[config.mk]
export PLATFORM = sky130hd
export DESIGN_NAME = shift_left_pipe_flat
export DESIGN_NICKNAME = d
export VERILOG_FILES = /design/src/rtl/shift_left_pipe_if.sv /design/src/rtl/shift_left_pipe.sv /design/src/flat_wrapper.sv
export SDC_FILE = /design/constraint.sdc
export NUM_CORES = 1
export LEC_CHECK = 0
export ABC_AREA = 1
export CORE_UTILIZATION = 58
export CTS_CLUSTER_DIAMETER = 50
export CTS_CLUSTER_SIZE = 40
export DETAILED_ROUTE_END_ITERATION = 10
export GPL_TIMING_DRIVEN = 1
export HOLD_SLACK_MARGIN = 0.05
export PLACE_DENSITY = 0.8
export SYNTH_ARGS = -nofsm -noshare
export SYNTH_HDL_FRONTEND = slang
export SYNTH_SLANG_ARGS = --single-unit
[constraint.sdc]
create_clock -name clk -period 9.2 [get_ports clk]
set_clock_uncertainty 0.05 [all_clocks]
set_input_delay 2.3 -clock clk [delete_from_list [all_inputs] [get_ports clk]]
set_output_delay 2.3 -clock clk [all_outputs]
set_load 0.02 [all_outputs]
[src/rtl/shift_left_pipe_if.sv]
// Handshake and data bundle for the pipelined left shift / rotate unit.
// master = operand producer and result consumer; slave = the shift unit.
// The carry signal exists only when SHL_CARRY_EN is defined.
interface shift_left_pipe_if #(
  parameter int WIDTH   = 32,
  parameter int SHAMT_W = 5
);
  logic               in_valid;
  logic               in_ready;
  logic               shift_rot;
  logic [SHAMT_W-1:0] r;
  logic [WIDTH-1:0]   x;
  logic               out_valid;
  logic               out_ready;
  logic [WIDTH-1:0]   y;
  logic               zero;
`ifdef SHL_CARRY_EN
  logic               carry;

  modport master (
    output in_valid, shift_rot, r, x, out_ready,
    input  in_ready, out_valid, y, zero, carry
  );

  modport slave (
    input  in_valid, shift_rot, r, x, out_ready,
    output in_ready, out_valid, y, zero, carry
  );
`else
  modport master (
    output in_valid, shift_rot, r, x, out_ready,
    input  in_ready, out_valid, y, zero
  );

  modport slave (
    input  in_valid, shift_rot, r, x, out_ready,
    output in_ready, out_valid, y, zero
  );
`endif
endinterface

[src/rtl/shift_left_pipe.sv]
// Pipelined logical shift left / rotate left, one registered stage per amount bit (MSB first).
// Latency: SHAMT_W cycles from accepted operand to out_valid, plus one per stall cycle; 1 result/cycle.
// Backpressure: whole pipe holds while out_valid & ~out_ready; in_ready = ~out_valid | out_ready.
// Optional macro SHL_CARRY_EN adds a registered carry output (last bit shifted out / wrapped in).
module shift_left_pipe #(
  parameter int WIDTH   = 32,
  parameter int SHAMT_W = 5
) (
  input  logic             clk,
  input  logic             rst,
  shift_left_pipe_if.slave bus
);

  // Stage decomposition only covers every amount when WIDTH is exactly 2^SHAMT_W.
  if ((1 << SHAMT_W) != WIDTH) begin : g_param_check
    $error("shift_left_pipe: WIDTH must equal 2**SHAMT_W");
  end

  // Stage registers. Stage k decides on amount bit SHAMT_W-1-k. The amount is
  // kept left-aligned (shifted up by one per stage) so every stage looks at the
  // MSB of what it receives; the last stage needs neither amount nor mode.
  logic [SHAMT_W-1:0] vld;
  logic [WIDTH-1:0]   dat [SHAMT_W];
  logic [SHAMT_W-1:0] amt [SHAMT_W-1];
  logic [SHAMT_W-2:0] rot;
  logic               zero_q;

  logic [SHAMT_W-1:0] nxt_vld;
  logic [WIDTH-1:0]   nxt_dat [SHAMT_W];
  logic [SHAMT_W-1:0] nxt_amt [SHAMT_W-1];
  logic [SHAMT_W-2:0] nxt_rot;

`ifdef SHL_CARRY_EN
  logic [SHAMT_W-1:0] cy;
  logic [SHAMT_W-1:0] nxt_cy;
`endif

  logic adv;

  // All stages move together; a held result freezes the entire pipe.
  assign adv           = ~vld[SHAMT_W-1] | bus.out_ready;
  assign bus.in_ready  = adv;
  assign bus.out_valid = vld[SHAMT_W-1];
  assign bus.y         = dat[SHAMT_W-1];
  assign bus.zero      = zero_q;
`ifdef SHL_CARRY_EN
  assign bus.carry     = cy[SHAMT_W-1];
`endif

  for (genvar k = 0; k < SHAMT_W; k++) begin : g_stage
    localparam int S = 1 << (SHAMT_W - 1 - k);

    logic             act;
    logic             rot_in;
    logic [WIDTH-1:0] d_in;
    logic [S-1:0]     wrap;

    // Stage 0 reads the operand port, later stages read the previous register.
    if (k == 0) begin : g_src
      assign act        = bus.r[SHAMT_W-1];
      assign rot_in     = bus.shift_rot;
      assign d_in       = bus.x;
      assign nxt_vld[0] = bus.in_valid;
    end else begin : g_src
      assign act        = amt[k-1][SHAMT_W-1];
      assign rot_in     = rot[k-1];
      assign d_in       = dat[k-1];
      assign nxt_vld[k] = vld[k-1];
    end

    // Remaining amount bits and mode ride along with the data.
    if (k < SHAMT_W - 1) begin : g_fwd
      if (k == 0) begin : g_amt
        assign nxt_amt[k] = bus.r << 1;
      end else begin : g_amt
        assign nxt_amt[k] = amt[k-1] << 1;
      end
      assign nxt_rot[k] = rot_in;
    end

    // Vacated LSBs: zero fill for shift, the top S bits for rotate.
    assign wrap       = rot_in ? d_in[WIDTH-1 -: S] : '0;
    assign nxt_dat[k] = act ? {d_in[WIDTH-S-1:0], wrap} : d_in;

`ifdef SHL_CARRY_EN
    // An active stage's carry is bit WIDTH-S of its input: the last bit pushed
    // out on a shift, and the bit that lands in the LSB on a rotate.
    logic cy_in;
    if (k == 0) begin : g_cy
      assign cy_in = 1'b0;
    end else begin : g_cy
      assign cy_in = cy[k-1];
    end
    assign nxt_cy[k] = act ? d_in[WIDTH-S] : cy_in;
`endif
  end

  // Pipeline registers: cleared on reset, loaded together whenever the pipe advances.
  always_ff @(posedge clk or posedge rst) begin
    if (rst) begin
      vld    <= '0;
      rot    <= '0;
      zero_q <= 1'b0;
      for (int i = 0; i < SHAMT_W; i++) begin
        dat[i] <= '0;
      end
      for (int i = 0; i < SHAMT_W - 1; i++) begin
        amt[i] <= '0;
      end
    end else if (adv) begin
      vld    <= nxt_vld;
      rot    <= nxt_rot;
      zero_q <= (nxt_dat[SHAMT_W-1] == '0);
      dat    <= nxt_dat;
      amt    <= nxt_amt;
    end
  end

`ifdef SHL_CARRY_EN
  // Carry tracking registers, advancing in lockstep with the data.
  always_ff @(posedge clk or posedge rst) begin
    if (rst) begin
      cy <= '0;
    end else if (adv) begin
      cy <= nxt_cy;
    end
  end
`endif

endmodule

[src/flat_wrapper.sv]
// flat-port wrapper written by rule: the top's interface ports become plain ports
module shift_left_pipe_flat 
#(
  parameter int WIDTH   = 32,
  parameter int SHAMT_W = 5
)
  (clk, rst, bus_in_valid, bus_shift_rot, bus_r, bus_x, bus_out_ready, bus_in_ready, bus_out_valid, bus_y, bus_zero);
  shift_left_pipe_if #(.WIDTH(WIDTH), .SHAMT_W(SHAMT_W)) bus_i ();
  input  logic clk;
  input  logic rst;
  input wire logic [$bits(bus_i.in_valid)-1:0] bus_in_valid;
  input wire logic [$bits(bus_i.shift_rot)-1:0] bus_shift_rot;
  input wire logic [$bits(bus_i.r)-1:0] bus_r;
  input wire logic [$bits(bus_i.x)-1:0] bus_x;
  input wire logic [$bits(bus_i.out_ready)-1:0] bus_out_ready;
  output wire logic [$bits(bus_i.in_ready)-1:0] bus_in_ready;
  output wire logic [$bits(bus_i.out_valid)-1:0] bus_out_valid;
  output wire logic [$bits(bus_i.y)-1:0] bus_y;
  output wire logic [$bits(bus_i.zero)-1:0] bus_zero;
  assign bus_i.in_valid = bus_in_valid;
  assign bus_i.shift_rot = bus_shift_rot;
  assign bus_i.r = bus_r;
  assign bus_i.x = bus_x;
  assign bus_i.out_ready = bus_out_ready;
  assign bus_in_ready = bus_i.in_ready;
  assign bus_out_valid = bus_i.out_valid;
  assign bus_y = bus_i.y;
  assign bus_zero = bus_i.zero;
  shift_left_pipe #(.WIDTH(WIDTH), .SHAMT_W(SHAMT_W)) u_core (.clk(clk), .rst(rst), .bus(bus_i));
endmodule
**Word-level counts from Yosys, hierarchy flattened**

Index checks and enable logic that the tools add are counted.

- Add/sub/neg operators: 0
- Multiply operators: 0
- Div/mod/pow operators: 0
- Order comparisons: 0
- Equal/unequal tests: 0
- Shift-type cells: 0
- Mux-type cells: 10
- Bitwise operators: 2
- Reductions and logical operators: 1

Operators with widths:

| operator | count |
|---|---|
| $mux W32 | 5 |
| $logic_not A32 Y1 | 1 |
| $mux W16 | 1 |
| $mux W8 | 1 |
| $mux W4 | 1 |
| $mux W2 | 1 |
| $mux W1 | 1 |
| $not A1 Y1 | 1 |
| $or A1 B1 Y1 | 1 |

- Bits in registers: 180
- Latch bits: 0
- Bits in writable memories: 0
- ROM bits: 0
- Output and inout port bits: 35
- Memories: 0

**Longest topological paths before layout**

Gate-level depths: netlist (run 1).

- Depth after elaboration: 3
- Mapped depth: 10
- Depth with buffers taken out: 9

**Least setup slack after synthesis (run 1)**

No wires, ideal clock.

- Kind: input-to-output
- From: input bus_out_ready
- To: output bus_in_ready
- Data arrival time: 2941 ps
- Required time: 6850 ps
- Setup slack: 3909 ps
- Cell stages on the path: 5
- Path buffers: 3
- Cells stage by stage: inv_1 nand2_1 buf_4 buf_2 buf_2

- Cells in the longest elaborated chain, start to end: 1

RTL lines:

| what | RTL line | text |
|---|---|---|
| start: declaration | flat_wrapper.sv:15 | `input wire logic [$bits(bus_i.out_ready)-1:0] bus_out_ready;` |
| $or A1 B1 Y1 | shift_left_pipe.sv:41 | `assign adv = ~vld[SHAMT_W-1] \| bus.out_ready;` |
| end: declaration | flat_wrapper.sv:16 | `output wire logic [$bits(bus_i.in_ready)-1:0] bus_in_ready;` |

Every way passes these cells.

**Worst setup path in the final report (run 1)**

Ends and elaborated chain as after synthesis.

==> results by group, run 1 <==
STA
  – Max Freq: 161 MHz
  – Fin. max-slew vios: 0
  – Hold Fails Final Rpt: 0
  – Setup TNS: 0 ps
  – Worst-margin pin slew: 946 ps
  – Final Setup Violations: 0
  – Crit path time final: 6200 ps
  – Tcrit/Tclk final: 0.674
  – Normalized max-slew margin: 0.369
  – RSZ-0062 raised after global routing: false

Detailed routing
  – DRC violations left: 0
  – Final wirelength: roughly 17000 microns
  – Antenna-violating nets left: 0
  – Vias per cell: between 5 and 6
  – Number of DRC markers in iteration 0: a little over 600
  – Wire per inst: 13.7 microns
  – Drt pass-1 iters: 5
  – Vias: 6760

Clock network
  – CTS tree: yes
  – PostCTS Resize Cnt: 0
  – Root Driver: clkbuf_16
  – Setup bufs post-CTS: 0
  – Num CTS Buffers: 17
  – H-tree levels: 4
  – Reg clk slew, reported paths: 60 ps
  – # hold bufs at CTS: 0
  – Clock latency on the worst-skew pair: 420 ps
  – Clk sinks: 180
  – CTS max path bufs: 2

Cells and area
  – Antenna Cells: 0
  – Layout area overhead: 15.3%
  – Share of cells above drive strength 1: 0.0402
  – # nets final: 1098

Yosys
  – Top post-synthesis cells by area: dfrtp_1, nand2_1, o21ai_0
  – Synth unique cells: 18
  – Synth Instances: 1026
  – Yosys top cell by area: dfrtp_1
  – Post-synth net total: 1068
  – Yosys reg bits: 180
  – Post-synthesis sequential area ratio: 0.536
  – Cell area after synthesis: 0.00840 sq mm
  – Syn avg cell area: 8.19 sq um
  – Synth top area share: 0.536
  – Synth Warn #: 0

Global routing
  – Initial antenna violation count: 0
  – Global Route Usage Sum: 0.249
  – GR Overflow Total: 0
  – First-pass GRT wire length: 28900 microns
  – Vias in the first global route: 6059
  – Largest net degree at the start of global routing: 114

Job
  – Max Cap Viol: 0

Die
  – Die area: 0.0150 sq mm
  – FP Rows: 43
  – Die height: 122 microns
  – Die width: roughly 120 microns
  – CORE AREA: 0.0140 sq mm
  – IO Pins: 77
  – Initial Utilization: 0.600

Power
  – Leak pwr: roughly 4.6 nW
  – Pwr per Cell Area: ~360 mW/mm^2
  – Max VDD drop: about 0.18 mV
  – Final Power: 3.46 mW

Placement
  – DP Wirelength: about 11000 microns
  – I/O Buffers: 76
  – GP Congestion: 0.765

Worst setup path
  – Critical path capture point type: output pin
  – Critical setup path kind: in -> out
  – Critical Path AT: 3850 ps
  – Worst path required time: 6850 ps
  – CP startpoint kind: input port
  – CP Max Fanout: 51

Worst hold path
  – Min-delay worst type: reg -> reg

Outcome
  – Status: finished clean
## worst paths after layout
path,from,endpoint,slack [ps],cells past startpoint
hold / removal,u_core.vld[3],u_core.vld[4],420,2
max in group asynchronous,rst,u_core.g_stage[3].d_in[31],5240,3
hold reg to reg,u_core.vld[3],u_core.vld[4],420,2
setup reg to reg,u_core.vld[4],u_core.g_stage[1].d_in[8],6170,6
min in group asynchronous,rst,u_core.bus.y[17],2390,2
setup / recovery,bus_out_ready,bus_in_ready,3000,4
## layout make-up
| type | instances | area [sq um] |
|---|---|---|
| repair buffers | 84 | 816 |
| fillers | 1126 | 4300 |
| clock inverters | 10 | 105 |
| flip-flops and latches | 180 | 4500 |
| clock buffers | 22 | 474 |
| multi-input cells | 623 | 2990 |
| inverters | 150 | 568 |
| well taps | 180 | 225 |
## state kept, by name, summed over array words and instances (netlist names)
register / cells
u_core.vld: 5
u_core.rot: 4
u_core.g_stage.d_in: 128
u_core.bus.zero: 1
u_core.bus.y: 32
u_core.amt: 10
## cell families after synthesis
| family | count (synthesis) | share of synthesized area |
|---|---|---|
| AO/OA/AOI/OAI | 346 | 0.230 |
| buffers and inverters | 223 | 0.108 |
| flip-flops | 180 | 0.536 |
| AND/OR/NAND/NOR | 277 | 0.125 |
## cell usage after synthesis
master / count
a21oi_1: 74
o22ai_1: 12
inv_2: 1
o21ai_1: 14
nand3_1: 5
inv_1: 149
nor3_1: 2
dfrtp_1: 180
o21ai_0: 161
buf_1: 4
clkbuf_1: 33
buf_2: 31
a31oi_1: 19
buf_4: 1
o211ai_1: 66
nor2_1: 24
buf_6: 4
nand2_1: 246
## worst max-delay path: stages
cell and delay (ps):
clkdlybuf4s50_1 450, inv_1 60, nand2_4 340, clkdlybuf4s50_1 690
## placed cells by master, fill, tap and decap left out, types with 2 or more instances in the layout
cell type	synthesis	final
o22ai_1	12	12
clkbuf_16	0	17
nor2_1	24	24
inv_2	1	2
o21ai_0	161	161
dfrtp_1	180	180
o211ai_1	66	66
nand2_1	246	245
nand3_1	5	5
clkbuf_8	0	3
clkbuf_1	33	2
buf_4	1	8
nor3_1	2	2
bufinv_16	0	2
clkdlybuf4s50_1	0	75
inv_1	149	147
a31oi_1	19	19
o21ai_1	14	14
a21oi_1	74	74
clkinvlp_4	0	2
clkinv_2	0	6
## layer usage
layer | part of all wire | GRT usage | routed length (microns) | vias up
met5 | 0 | 0 | 0 | -
li1 | - | - | - | 3413
met2 | 0.47 | 0.401 | 8100 | 186
met3 | 0.038 | 0.0381 | 650 | 15
met1 | 0.48 | 0.349 | 8220 | 3146
met4 | 0.011 | 0.0755 | 182 | 0
## report_power, final
part | switching [mW] | leakage, nW | internal (mW) | total (mW)
sequential | 0.179 | 2.16 | 1.16 | 1.34
combinational | 0.907 | 2.14 | 0.508 | 1.41
clock | 0.286 | 0.285 | 0.418 | 0.704
total | 1.37 | 4.59 | 2.09 | 3.46
## metrics by stage
step | instance area (sq um) | hold WS (ps) | utilization | worst slack, ps | instances
floorplan | 8400 | 370 | - | 1960 | 1026
finish | 9680 | 417 | 0.692 | 3000 | 1249
global placement | 9100 | 387 | 0.651 | 2990 | 1217
global route | 9680 | 437 | 0.692 | 2910 | 1249
CTS | 9680 | 417 | 0.692 | 2990 | 1249
detailed placement | 9100 | 385 | 0.651 | 2990 | 1217
Power figures use the tool's default switching activity.
==> inputs of run 2 (changes only) <==
clock period = 6.2 ns   (was 9.2 ns; I/O delays follow)
==> results by group, run 2 (same netlist as run 1, synthesis figures left out) <==
Global routing
  – Global Route Usage Sum: 0.254
  – GR Overflow Total: 0
  – First-pass GRT wire length: ~29000 microns
  – Vias in the first global route: 6024
  – Initial antenna violation count: 0
  – Largest net degree at the start of global routing: 148

Placement
  – GP Congestion: 0.782
  – Post-Place Setup Slack: 1630 ps
  – DP Wirelength: around 12000 microns
  – Placed instance count: 1218
  – I/O Buffers: 76

Die
  – CORE AREA: 0.0140 sq mm
  – Die width: 122 microns
  – Die height: 122 microns
  – Die area: 0.0150 sq mm
  – IO Pins: 77
  – Initial Utilization: 0.600
  – FP Rows: 43

STA
  – RSZ-0062 raised after global routing: false
  – Tcrit/Tclk final: 0.740
  – Max Freq: 218 MHz
  – Normalized max-slew margin: 0.328
  – Final Setup Violations: 0
  – Hold Fails Final Rpt: 0
  – Fin. max-slew vios: 0
  – Worst-margin pin slew: 1010 ps
  – Crit path time final: between 4000 and 5000 ps
  – Setup TNS: 0 ps
  – PnR worst setup slack: 1610 ps

Clock network
  – Num CTS Buffers: 17
  – Clock latency on the worst-skew pair: between 400 and 500 ps
  – PostCTS Resize Cnt: 0
  – Root Driver: clkbuf_16
  – Setup bufs post-CTS: 0
  – CTS tree: yes
  – # hold bufs at CTS: 0
  – H-tree levels: 4
  – CTS max path bufs: 2
  – Reg clk slew, reported paths: 70 ps
  – Clk sinks: 180

Cells and area
  – Commonest non-fill, non-tap cell in the layout: nand2_1
  – # nets final: roughly 1100
  – Layout Utilization: 0.695
  – Fin cells: approximately 1300
  – Share of cells above drive strength 1: 0.0393
  – Most frequent cells in the layout: nand2_1, dfrtp_1, o21ai_0, inv_1, clkdlybuf4s50_1
  – Fillers: approximately 1100
  – Largest register FFs: 128
  – Antenna Cells: 0
  – Layout area overhead: 15.7%

Job
  – Max Cap Viol: 0

Outcome
  – Status: finished clean

Detailed routing
  – Number of DRC markers in iteration 0: 548
  – Wire length on met3: 628 microns
  – Antenna-violating nets left: 0
  – Final wirelength: 17500 microns
  – Wire per inst: 14.0 microns
  – Vias: slightly below 7000
  – Wl on met1: slightly above 8000 microns
  – DRC violations left: 0
  – Drt pass-1 iters: 5
  – Uppermost routed layer: met4
  – Vias per cell: 5.42
  – Metal2 WL: 8150 microns

Worst setup path
  – Critical setup path kind: in -> out
  – CP Max Fanout: 26
  – Critical path capture point type: output pin
  – Critical Path AT: 2990 ps
  – Worst path required time: 4600 ps
  – CP startpoint kind: input port

Power
  – Final Power: 5.19 mW
  – Pwr per Cell Area: 534 mW/mm^2
  – Leak pwr: 4.59 nW
  – Max VDD drop: 0.235 mV

Worst hold path
  – Min-delay worst type: reg -> reg
[run 2: final timing paths]
kind,start,endpoint,slack [ps],depth (start not counted)
max,bus_out_ready,bus_in_ready,1610,4
min,u_core.vld[3],u_core.vld[4],410,2
max reg2reg,u_core.vld[4],u_core.g_stage[1].d_in[14],3980,5
min reg2reg,u_core.vld[3],u_core.vld[4],410,2
max in group asynchronous,rst,u_core.g_stage[1].d_in[11],3400,3
min in group asynchronous,rst,u_core.bus.y[21],1540,2
[run 2: final cells by class]
cell class / count / area [sq um] / area share
Clock buffer: 23 / 468 / 0.0481
Sequential cell: 180 / 4500 / 0.463
Inverter: 150 / 567 / 0.0583
Tap cell: 180 / 225 / 0.0232
Timing Repair Buffer: 85 / 836 / 0.0860
Multi-Input combinational cell: 623 / 2990 / 0.308
Clock inverter: 9 / 128 / 0.0131
[run 2: per-stage QoR]
step           hold slack [ps]  area [sq um]
2_1_floorplan              370          8400
4_1_cts                    411          9720
3_3_place_gp               387          9120
3_5_place_dp               395          9120
5_1_grt                    440          9720
6_report                   410          9720
[run 2: worst max-delay path: stages]
cell             delay, ps
clkdlybuf4s50_1        480
inv_1                   70
nand2_4                230
clkdlybuf4s50_1        660
[run 2: power breakdown]
part           internal (mW)  switching (mW)  leakage (nW)
Combinational          0.757            1.36          2.15
Sequential              1.72           0.261          2.16
Clock                  0.653           0.434         0.283
[run 2: metal layers]
layer / vias to the layer above / track usage
met5: - / 0
met4: 0 / 0.113
met3: 34 / 0.0423
met2: 174 / 0.392
met1: 3153 / 0.356
li1: 3414 / -
==> inputs of run 3 (changes only) <==
CORE_UTILIZATION = 52   (was 58)
PLACE_DENSITY = 0.76   (was 0.8)
clock period = 3.7 ns   (was 6.2 ns; I/O delays follow)
==> results by group, run 3 (same netlist as run 1, synthesis figures left out) <==
Detailed routing
  – Final wirelength: 17800 microns
  – Drt pass-1 iters: 7
  – DRC violations left: 0
  – Wire per inst: 13.8 microns
  – Antenna-violating nets left: 0
  – Number of DRC markers in iteration 0: 487
  – Vias per cell: 5.29
  – Vias: 6831

Clock network
  – Num CTS Buffers: 17
  – PostCTS Resize Cnt: 0
  – H-tree levels: 4
  – CTS tree: yes
  – Clk sinks: 180
  – Reg clk slew, reported paths: 60 ps
  – Clock latency on the worst-skew pair: 430 ps
  – Setup bufs post-CTS: 0
  – # hold bufs at CTS: 0
  – Root Driver: clkbuf_16
  – CTS max path bufs: 2

Die
  – IO Pins: 77
  – Die area: 0.0167 sq mm
  – Initial Utilization: 0.531
  – Die width: 129 microns
  – FP Rows: 46
  – CORE AREA: about 0.016 sq mm
  – Die height: 129 microns

Power
  – Max VDD drop: 0.449 mV
  – Clock power share: 0.203
  – Switching power total: 3.46 mW
  – Logic gate share of total power: 0.402
  – Leak pwr: approximately 4.6 nW
  – Seq pwr share: 0.395
  – Pint: 5.21 mW
  – Pwr per Cell Area: just under 900 mW/mm^2
  – Switching Share: 0.399

Cells and area
  – Most frequent cells in the layout: nand2_1, dfrtp_1, o21ai_0, inv_1, clkdlybuf4s50_1
  – Antenna Cells: 0
  – Commonest non-fill, non-tap cell in the layout: nand2_1
  – Post-route cell area: roughly 0.0098 sq mm
  – # nets final: 1104
  – Share of cells above drive strength 1: 0.0465
  – Layout area overhead: 17.2%
  – Largest register FFs: 128
  – Layout Utilization: 0.622

Worst setup path
  – Critical Path AT: 2180 ps
  – Critical setup path kind: in -> out
  – CP startpoint kind: input port
  – CP Max Fanout: 10
  – Critical path capture point type: output pin
  – Worst path required time: 2720 ps

Global routing
  – GR Overflow Total: 0
  – Initial antenna violation count: 0
  – Vias in the first global route: 6122
  – First-pass GRT wire length: ~30000 microns
  – Largest net degree at the start of global routing: 149
  – Global Route Usage Sum: 0.231

STA
  – Final Setup Violations: 0
  – Hold Fails Final Rpt: 0
  – RSZ-0062 raised after global routing: false
  – Max Freq: 317 MHz
  – Normalized max-slew margin: 0.315
  – Fin. max-slew vios: 0
  – Crit path time final: 3150 ps
  – Setup TNS: 0 ps
  – Tcrit/Tclk final: 0.852
  – Worst-margin pin slew: 1030 ps

Placement
  – DP Wirelength: 12100 microns
  – GP Congestion: 0.795
  – DP Area: about 0.0093 sq mm
  – I/O Buffers: 76

Job
  – Max Cap Viol: 0

Outcome
  – Status: finished clean

Worst hold path
  – Min-delay worst type: reg -> reg
==> run 3: cell types whose count changed in the layout (fill, tap and decap cells not counted), sizes merged <==
cell / previous run / this run
buf: 10 / 15
bufinv: 3 / 1
clkinv: 3 / 5
clkbuf: 23 / 24
inv: 149 / 148
==> run 3: power groups by stage <==
stage	Sequential [mW]	Combinational (mW)	Clock, mW
global route	3.52	3.97	1.86
finish	3.43	3.48	1.76
CTS	3.42	3.50	1.78
floorplan	3.49	2.35	0
global placement	3.42	3.38	0
detailed placement	3.45	3.46	0
==> run 3: per-stage QoR <==
stage | hold slack (ps) | total power, mW | setup slack (ps) | cells
after floorplan | 370 | 5.84 | 416 | 1026
after global placement | 382 | 6.79 | 551 | 1259
after detailed placement | 383 | 6.91 | 552 | 1259
after CTS | 398 | 8.70 | 546 | 1291
after global routing | 419 | 9.36 | 496 | 1291
final | 395 | 8.67 | 549 | 1291
==> run 3: path summary, 6_finish.rpt <==
| check | startpoint | endpoint | slack, ps | depth (start not counted) |
|---|---|---|---|---|
| min reg2reg | u_core.vld[3] | u_core.vld[4] | 400 | 2 |
| min | u_core.vld[3] | u_core.vld[4] | 400 | 2 |
| min in group asynchronous | rst | u_core.bus.y[17] | 960 | 2 |
| max | bus_out_ready | bus_in_ready | 550 | 4 |
| max reg2reg | u_core.amt[4] | u_core.bus.zero | 1490 | 9 |
| max in group asynchronous | rst | u_core.g_stage[1].d_in[13] | 1920 | 3 |
==> run 3: critical path, cell delays in order <==
cell	delay (ps)
clkdlybuf4s50_1	460
inv_1	60
nand2_4	110
clkdlybuf4s50_1	620
==> run 3: cell type report <==
type	instances	area, sq um
Timing Repair Buffer	90	923
Tap cell	216	270
Inverter	150	568
Sequential cell	180	4500
Fill cell	1390	5990
Clock inverter	8	72.6
Clock buffer	24	512
Multi-Input combinational cell	623	2990
==> run 3: per-layer routing <==
metal / wire (microns) / global-route usage
met5: 0 / 0
met4: 295 / 0.0796
met3: 676 / 0.0442
met2: 8180 / 0.363
met1: 8620 / 0.324
